File: src/rtl/fsm_status_monitor.sv
// Status-code monitor: decodes events from the upstream FSM status code, keeps saturating
// counters, supervises consecutive errors and drives an acknowledged interrupt.
// Optional dwell timeout is enabled by defining FSM_STATUS_MON_TIMEOUT_EN.
module fsm_status_monitor #(
    parameter int CNT_W    = 8,
    parameter int ALARM_TH = 3
`ifdef FSM_STATUS_MON_TIMEOUT_EN
    ,
    parameter int TIMEOUT  = 64
`endif
) (
    input  logic             clk,
    input  logic             nrst,
    input  logic [2:0]       st_code,
    input  logic             clr,
    input  logic             irq_ack,
    output logic [CNT_W-1:0] err_cnt,
    output logic [CNT_W-1:0] seq_cnt,
    output logic             alarm,
    output logic             illegal,
    output logic             irq
`ifdef FSM_STATUS_MON_TIMEOUT_EN
    ,
    output logic             timeout
`endif
);

    localparam logic [2:0] CODE_IDLE   = 3'b000;
    localparam logic [2:0] CODE_ARMED  = 3'b001;
    localparam logic [2:0] CODE_ACTIVE = 3'b010;
    localparam logic [2:0] CODE_ERROR  = 3'b100;

    localparam logic [CNT_W-1:0] CNT_MAX    = {CNT_W{1'b1}};
    localparam logic [3:0]       CONSEC_MAX = 4'hF;
    localparam logic [4:0]       ALARM_TH_C = 5'(ALARM_TH);

    typedef enum logic [1:0] {
        ST_OK    = 2'd0,
        ST_WARN  = 2'd1,
        ST_ALARM = 2'd2
    } sup_state_e;

    sup_state_e       state_q, state_d;
    logic [2:0]       prev_code_q;
    logic [CNT_W-1:0] err_cnt_q, err_cnt_d;
    logic [CNT_W-1:0] seq_cnt_q, seq_cnt_d;
    logic [3:0]       consec_q, consec_d;
    logic             illegal_q, illegal_d;
    logic             irq_q, irq_d;

    logic err_entry;
    logic seq_done;
    logic bad_code;
    logic consec_hit;
    logic irq_set;

`ifdef FSM_STATUS_MON_TIMEOUT_EN
    localparam int                DWELL_W   = $clog2(TIMEOUT + 1);
    localparam logic [DWELL_W-1:0] DWELL_MAX = DWELL_W'(TIMEOUT);

    logic [DWELL_W-1:0] dwell_q, dwell_d;
    logic               timeout_q, timeout_d;
`endif

    // Event decode from the previous and current code.
    always_comb begin
        err_entry  = (st_code == CODE_ERROR) && (prev_code_q != CODE_ERROR);
        seq_done   = (prev_code_q == CODE_ACTIVE) && (st_code == CODE_IDLE);
        consec_hit = ({1'b0, consec_q} + 5'd1) >= ALARM_TH_C;
        case (st_code)
            CODE_IDLE, CODE_ARMED, CODE_ACTIVE, CODE_ERROR: bad_code = 1'b0;
            default:                                        bad_code = 1'b1;
        endcase
    end

    // NOTE: every signal gets a default at the top of a combinational block so that no
    // path leaves it unassigned, which would otherwise infer a latch.
    always_comb begin
        state_d   = state_q;
        err_cnt_d = err_cnt_q;
        seq_cnt_d = seq_cnt_q;
        consec_d  = consec_q;
        illegal_d = illegal_q;

        if (clr) begin
            state_d   = ST_OK;
            err_cnt_d = '0;
            seq_cnt_d = '0;
            consec_d  = '0;
            illegal_d = 1'b0;
        end else begin
            if (err_entry && (err_cnt_q != CNT_MAX)) err_cnt_d = err_cnt_q + 1'b1;
            if (seq_done && (seq_cnt_q != CNT_MAX)) seq_cnt_d = seq_cnt_q + 1'b1;

            if (seq_done) begin
                consec_d = '0;
            end else if (err_entry && (consec_q != CONSEC_MAX)) begin
                consec_d = consec_q + 4'd1;
            end

            if (bad_code) illegal_d = 1'b1;

            case (state_q)
                ST_OK: begin
                    if (err_entry) state_d = consec_hit ? ST_ALARM : ST_WARN;
                end
                ST_WARN: begin
                    if (err_entry && consec_hit) begin
                        state_d = ST_ALARM;
                    end else if (seq_done) begin
                        state_d = ST_OK;
                    end
                end
                ST_ALARM: state_d = ST_ALARM;
                default:  state_d = ST_OK;
            endcase
        end
    end

`ifdef FSM_STATUS_MON_TIMEOUT_EN
    // Dwell counts cycles a non-idle code is held; saturates so timeout fires once.
    always_comb begin
        dwell_d   = dwell_q;
        timeout_d = timeout_q;
        if (clr) begin
            dwell_d   = '0;
            timeout_d = 1'b0;
        end else begin
            if ((st_code != prev_code_q) || (st_code == CODE_IDLE)) begin
                dwell_d = '0;
            end else if (dwell_q != DWELL_MAX) begin
                dwell_d = dwell_q + 1'b1;
            end
            if (dwell_d == DWELL_MAX) timeout_d = 1'b1;
        end
    end
`endif

    // Set dominates acknowledge; clr never touches the interrupt.
    always_comb begin
        irq_set = ((state_d == ST_ALARM) && (state_q != ST_ALARM))
                || (illegal_d && !illegal_q);
`ifdef FSM_STATUS_MON_TIMEOUT_EN
        irq_set = irq_set || (timeout_d && !timeout_q);
`endif
        if (irq_set) begin
            irq_d = 1'b1;
        end else if (irq_ack) begin
            irq_d = 1'b0;
        end else begin
            irq_d = irq_q;
        end
    end

    // NOTE: state registers use non-blocking assignments so every flop samples the
    // values from before the edge, independent of statement order.
    always_ff @(posedge clk or negedge nrst) begin
        if (!nrst) begin
            state_q     <= ST_OK;
            prev_code_q <= CODE_IDLE;
            err_cnt_q   <= '0;
            seq_cnt_q   <= '0;
            consec_q    <= '0;
            illegal_q   <= 1'b0;
            irq_q       <= 1'b0;
        end else begin
            state_q     <= state_d;
            prev_code_q <= st_code;
            err_cnt_q   <= err_cnt_d;
            seq_cnt_q   <= seq_cnt_d;
            consec_q    <= consec_d;
            illegal_q   <= illegal_d;
            irq_q       <= irq_d;
        end
    end

`ifdef FSM_STATUS_MON_TIMEOUT_EN
    always_ff @(posedge clk or negedge nrst) begin
        if (!nrst) begin
            dwell_q   <= '0;
            timeout_q <= 1'b0;
        end else begin
            dwell_q   <= dwell_d;
            timeout_q <= timeout_d;
        end
    end

    assign timeout = timeout_q;
`endif

    assign err_cnt = err_cnt_q;
    assign seq_cnt = seq_cnt_q;
    assign alarm   = (state_q == ST_ALARM);
    assign illegal = illegal_q;
    assign irq     = irq_q;

endmodule

File: config.mk
export PLATFORM = sky130hd
export DESIGN_NAME = fsm_status_monitor
export DESIGN_NICKNAME = d
export VERILOG_FILES = /design/src/rtl/fsm_status_monitor.sv
export SDC_FILE = /design/constraint.sdc
export NUM_CORES = 1
export LEC_CHECK = 0
export BUFFER_PORTS_ARGS = -buffer_cell sky130_fd_sc_hd__buf_4
export CAP_MARGIN = 20
export CELL_PAD_IN_SITES_DETAIL_PLACEMENT = 2
export CELL_PAD_IN_SITES_GLOBAL_PLACEMENT = 2
export CORE_MARGIN = 5
export CORE_UTILIZATION = 30
export CTS_CLUSTER_DIAMETER = 30
export CTS_CLUSTER_SIZE = 8
export DETAILED_ROUTE_END_ITERATION = 10
export GPL_ROUTABILITY_DRIVEN = 0
export PLACE_DENSITY_LB_ADDON = 0.1
export SKIP_LAST_GASP = 1
export SYNTH_ARGS = -nofsm -noshare
export SYNTH_HDL_FRONTEND = slang
export SYNTH_SLANG_ARGS = --single-unit
File: constraint.sdc
create_clock -name clk -period 1.75 [get_ports clk]
set_input_delay 0.35 -clock clk [delete_from_list [all_inputs] [get_ports clk]]
set_output_delay 0.35 -clock clk [all_outputs]
set_load 0.02 [all_outputs]
# Yosys cells after proc, flatten, opt, wreduce, memory -nomap -nowiden
# Cells that the tools add are included.
# totals
reg_bits	27
latchBits	0
ram_bits	0
mem_bits_ro	0
in_bits	7
out_inout_bits	19
wordCells	58
mem_count	0
# classes
addsub	4
multipliers	0
div	0
magnitude_cmp	1
n_eq_ne	12
shift	0
n_mux	17
n_bitwise	0
reduce_logical	17
# ops
operator	count
8-bit two-way mux	4
8-bit by 1-bit adder with 8-bit output (second input constant)	2
8-bit inequality test (second input constant)	2
4-bit two-way mux	3
2-bit two-way mux	5
1-bit logical AND	8
3-bit by 2-bit == test with 1-bit output (second input constant)	2
2-bit case mux with 3 select lines	1
2-bit nonzero test	3
4-bit by 1-bit adder with 5-bit output (second input constant)	1
5-bit by 2-bit greater-or-equal comparator with 1-bit output (second input constant)	1
4-bit by 1-bit adder with 4-bit output (second input constant)	1
2-bit == test (second input constant)	2
1-bit two-way mux	4
4-bit inequality test (second input constant)	1
4-bit OR reduction	1
3-bit by 1-bit == test with 1-bit output (second input constant)	1
3-bit == test (second input constant)	1
3-bit zero test	1
3-bit inequality test (second input constant)	1
3-bit nonzero test	1
2-bit by 1-bit == test with 1-bit output (second input constant)	1
2-bit zero test	1
2-bit inequality test (second input constant)	1
2 further kinds	2

# Longest topological paths before layout
# logic_depth
depth_word	10
depth_mapped	6
mapped_depth_nobuf	5

# Worst setup path before layout
# No wires, ideal clock.
# synth_timing
path_type	register to register
from	register err_cnt_q[0] (netlist: err_cnt[0])
to	register err_cnt_q[5] (netlist: err_cnt[5])
setup_ps	125
arrival_ps	1590
required_time_ps	1625
setup_slack_ps	35
stages_incl_launch_ff	7
n_path_buf	1
synth_period_minus_slack_ps	1715
cell_sequence	dfrtp_1 -> ha_1 -> nand3_1 -> nor2_1 -> clkbuf_1 -> nor4_1 -> mux2_2
# synth_via
elab_chain_len	3
word_cells_on_any_way	6
cone_classes	add/sub (1); eq/ne (1); mux (2); reduce/logical (2)
# synth_rtl
element	line_no	source
start: declaration	45	logic [CNT_W-1:0] err_cnt_q, err_cnt_d;
start signal: assignment	169	err_cnt_q <= err_cnt_d;
8-bit by 1-bit adder with 8-bit output / 8-bit inequality test (equally long branches)	92	if (err_entry && (err_cnt_q != CNT_MAX)) err_cnt_d = err_cnt_q + 1'b1;
8-bit two-way mux / 1-bit logical AND (equally long branches)	92	
8-bit two-way mux / 2-bit nonzero test (equally long branches)	-	
# Parallel ways exist; a longest one is shown, timed or not. The select of a mux whose other input is x is not followed.
# A chain may end at the register's enable or synchronous reset.

# Worst setup path after layout
# layout_timing
from	register consec_q[1]
to	register irq_q (netlist: irq)
# layout_via
elab_chain_len	10
word_cells_on_any_way	13
cone_classes	add/sub (1); order compare (1); eq/ne (1); mux (6); reduce/logical (4)
# layout_rtl
element	line_no	source
start: declaration	47	logic [3:0] consec_q, consec_d;
start signal: assignment	171	consec_q <= consec_d;
4-bit by 1-bit adder with 5-bit output (*)	69	consec_hit = ({1'b0, consec_q} + 5'd1) >= ALARM_TH_C;
5-bit by 2-bit greater-or-equal comparator with 1-bit output (*)	69	
2-bit two-way mux / 1-bit logical AND (equally long branches)	105, 108	
2-bit two-way mux, on equally long branches	105, 108	
2-bit case mux with 3 select lines (*)	103	case (state_q)
2-bit two-way mux (*)	85	if (clr) begin
2-bit == test (*)	141	irq_set = ((state_d == ST_ALARM) && (state_q != ST_ALARM))
1-bit logical AND (*)	141	
1-bit logical OR (*)	142	|| (illegal_d && !illegal_q);
1-bit two-way mux / 2-bit nonzero test (equally long branches)	-	
end signal: assignment	173	irq_q <= irq_d;
end: declaration	49	logic irq_q, irq_d;
# Mark *: on every way between the ends. The rest lies on a longest branch, timed or not.

==> parameters.txt <==
Parameter                              Value

Run status
  Outcome ... finished clean

Cells and area
  Post-layout utilization of the core ... 0.407
  Synthesis-to-finish area growth ... 34.4%
  ANT cells ... 0
  Final design instance area without fill ... 1900 µm²
  Most used cells in the layout excluding fill and tap cells ... buf_4 (48), dfrtp_1 (27), nor2_1 (16)
  Final #Nets ... 203
  Fillers ... 527
  Most common cell after layout, fill and taps aside ... buf_4
  Count of placed standard cells in the final layout, fillers left out ... 245
  Share of post-route cells with drive strength above 1 ... 0.319

CTS
  TritonCTS clock tree ... built
  CTS H-tree lvls ... 1
  Deepest clock path buffer count ... 2
  Register clock-pin slew on the reported worst setup and hold paths ... about 100 ps
  Clock buffer count from CTS ... 3
  Buffer type at the clock tree root ... clkbuf_8
  Clock Latency Late Sink ... 280 ps
  Clock sink count ... 27

Routing
  Drt pass-1 iters ... 2
  Overall via count from detail_route ... roughly 1300
  Post-Route WL ... 4230 µm
  Post-detailed-route count of antenna-violating nets ... 0
  Post-detailed-route wirelength per cell ... 17.3 µm
  Drt drc ... 0
  Via-per-instance ratio ... 5.27
  Iter 0 DRT Violations ... 37

Worst hold path
  Worst Hold Path Cells ... 1
  Tightest Hold Check Type ... input port to register
  Hold Crit Start ... st_code[2]
  Worst min-delay path endpoint ... prev_code_q[2]$_DFF_PN0_

STA
  Worst slack on hold paths ... 211 ps
  Worst-case clock skew ... 5.68 ps
  Count of final max-slew check failures ... 0
  Count of final hold-check violations ... 0
  Worst Setup Slack, final ... 64.4 ps
  Ratio of final minimum period to clock period ... 0.963
  Shortest period the worst path allows ... 1690 ps
  Top achievable clock speed ... 593 MHz
  Setup TNS after final layout ... 0 ps
  Max-Slew Margin vs Limit ... 0.747
  Final setup fails ... 0
  Pin slew with the least headroom to its limit ... between 300 and 400 ps

GRT
  Global routing usage summed across all routing layers ... 0.148
  Top Usage Layer GRT ... met2
  Largest net degree at the start of global routing ... 28
  Met3 layer usage reported by global route ... 0.0298
  Initial antenna violation count ... 0
  Global-route congestion overflow total ... 0
  Met1 usage in global routing ... 0.179
  Via count of the first global-routing pass ... 1468
  Met2 global-route usage ... 0.267
  Global-route wire length before repair ... 7220 µm

Pwr
  Ratio of total power to cell area ... 601 nW/µm²
  Peak VDD IR ... 0.333 mV
  Leak ... between 0.8 and 0.9 nW
  Total Power Consumption ... approximately 1.1 mW

Worst setup path
  R2r startpoint ... consec_q[1]$_DFFE_PN0P_
  Worst setup startpoint ... consec_q[1]$_DFFE_PN0P_
  Startpoint kind of the worst setup timing path ... register
  Required time of the critical path ... 1920 ps
  Slowest cell on the critical path ... o41a_1
  Crit path arrival time ... between 1500 and 2000 ps
  Slack of the worst reg-to-reg path ... 60 ps
  Critical setup path kind ... register to register
  Highest cell delay on the worst timing path ... 430 ps
  Cell Chain, Critical Path ... ha_2 -> a21boi_2 -> a21oi_1 -> o41a_1 -> a221o_1
  Worst reg2reg path endpoint ... irq$_DFFE_PN0P_
  Critical path's top delay family ... compound AO/OA/AOI/OAI gates
  CP Max Fanout ... 3
  Capturing element type of the critical path ... register
  Worst R2R Path Depth ... 5
  Buffering stage count on the worst path with inverters included ... 0

Synth
  Cell area after synthesis ... between 1000 and 1500 µm²
  Cells after Synth ... 142
  Share of synthesized area occupied by flip-flops and latches ... 0.478
  Syn_nets ... about 150
  Number of different library cells in the post-synthesis netlist ... 38
  Number of flops mapped to enable cells by yosys ... 0
  Top flip-flop cell by instance count after synthesis ... dfrtp_1
  Syn avg cell area ... 9.95 µm²
  Number of synthesis warnings ... 0
  Number of synthesized register bits ... 27
  Post-synth ARST share ... 1.00

Job
  Max-cap check violation count ... 0

Placed design
  Placed cells ... 234
  Placed cell areas ... 1780 µm²
  Worst Setup Slack post-DPL ... -103 ps
  DP HPWL ... ~3100 µm
  Count of buffers inserted at the top-level ports ... 25

Floorplanning
  DIE WIDTH ... a little under 80 µm
  Cell Rows ... 25
  Initial Util ... 0.303
  Area of the core ... 4660 µm²
  Total I/O pin count ... 26
  Area enclosed by the die boundary ... 6180 µm²
  Die Span Y ... between 70 and 80 µm
## flip-flops by register name (all words and copies together) (netlist names)
| name | cells |
|---|---|
| err_cnt | 8 |
| irq | 1 |
| seq_cnt | 8 |
| prev_code_q | 3 |
| consec_q | 4 |
| state_q | 2 |
| illegal | 1 |
## per-layer routing
layer	up-vias	wire length (µm)
met1	641	1900
met5	-	0
met2	23	2160
met3	4	139
li1	623	-
met4	0	31
## power by group
| part | switching (mW) | internal, mW | total [mW] | leakage, nW |
|---|---|---|---|---|
| clock network | 0.208 | 0.164 | 0.372 | 0.0228 |
| logic | 0.0715 | 0.0515 | 0.123 | 0.482 |
| registers | 0.0102 | 0.636 | 0.647 | 0.366 |
## timing repair
item,in CTS,in global routing
buffers inserted,2,4
pin swaps,0,4
hold endpoints to repair,27,0
setup endpoints to repair,1,9
hold buffers,1,0
resized for setup,0,8
## worst register-to-register path: stages, from the launching register on
cell	delay, ps
dfrtp_1	400
ha_2	200
a21boi_2	150
a21oi_1	80
o41a_1	430
a221o_1	310
## cell type report
| cell class | count | area (µm²) | area share |
|---|---|---|---|
| flip-flops and latches | 27 | 676 | 0.356 |
| multi-input cells | 106 | 721 | 0.380 |
| well taps | 54 | 67.6 | 0.0356 |
| repair buffers | 49 | 370 | 0.195 |
| inverters | 5 | 18.8 | 0.00989 |
| clock buffers | 4 | 45.0 | 0.0237 |
## worst max path at each step
stage / end / slack (ps) / depth (start not counted)
4_1_cts: irq$_DFFE_PN0P_ / 4 / 5
6_report: irq$_DFFE_PN0P_ / 60 / 5
3_5_place_dp: err_cnt[5]$_DFFE_PN0P_ / -100 / 5
2_1_floorplan: err_cnt[5]$_DFFE_PN0P_ / 40 / 6
5_1_grt: irq$_DFFE_PN0P_ / -10 / 5
3_3_place_gp: err_cnt[5]$_DFFE_PN0P_ / -40 / 5
## synth_stat cells, drive strengths merged, types with 2 or more instances
| master | instances | area [µm²] |
|---|---|---|
| o41ai | 2 | 17.5 |
| inv | 5 | 18.8 |
| dfrtp | 27 | 676 |
| a21oi | 13 | 65.1 |
| nor2b | 2 | 12.5 |
| nand4 | 4 | 25.0 |
| xor2 | 4 | 35.0 |
| or4 | 5 | 37.5 |
| nor2 | 17 | 63.8 |
| nand3 | 9 | 45.0 |
| o31ai | 5 | 37.5 |
| or3 | 4 | 25.0 |
| nor3b | 2 | 20.0 |
| o211ai | 3 | 36.3 |
| nor4 | 2 | 12.5 |
| ha | 4 | 50.1 |
| and2 | 2 | 12.5 |
| clkbuf | 3 | 11.3 |
| nand2 | 8 | 30.0 |
| o21ai | 4 | 20.0 |
| mux2i | 2 | 20.0 |
## cell families after synthesis
group | share of synthesized area
and+or+nand+nor | 0.251
buffers and inverters | 0.0248
muxes | 0.0221
AOI/OAI and AO/OA | 0.158
xor gates and xnor gates | 0.0310
DFF | 0.478
adders and majority gates | 0.0354
No activity file was read; power rests on OpenSTA's default activity.
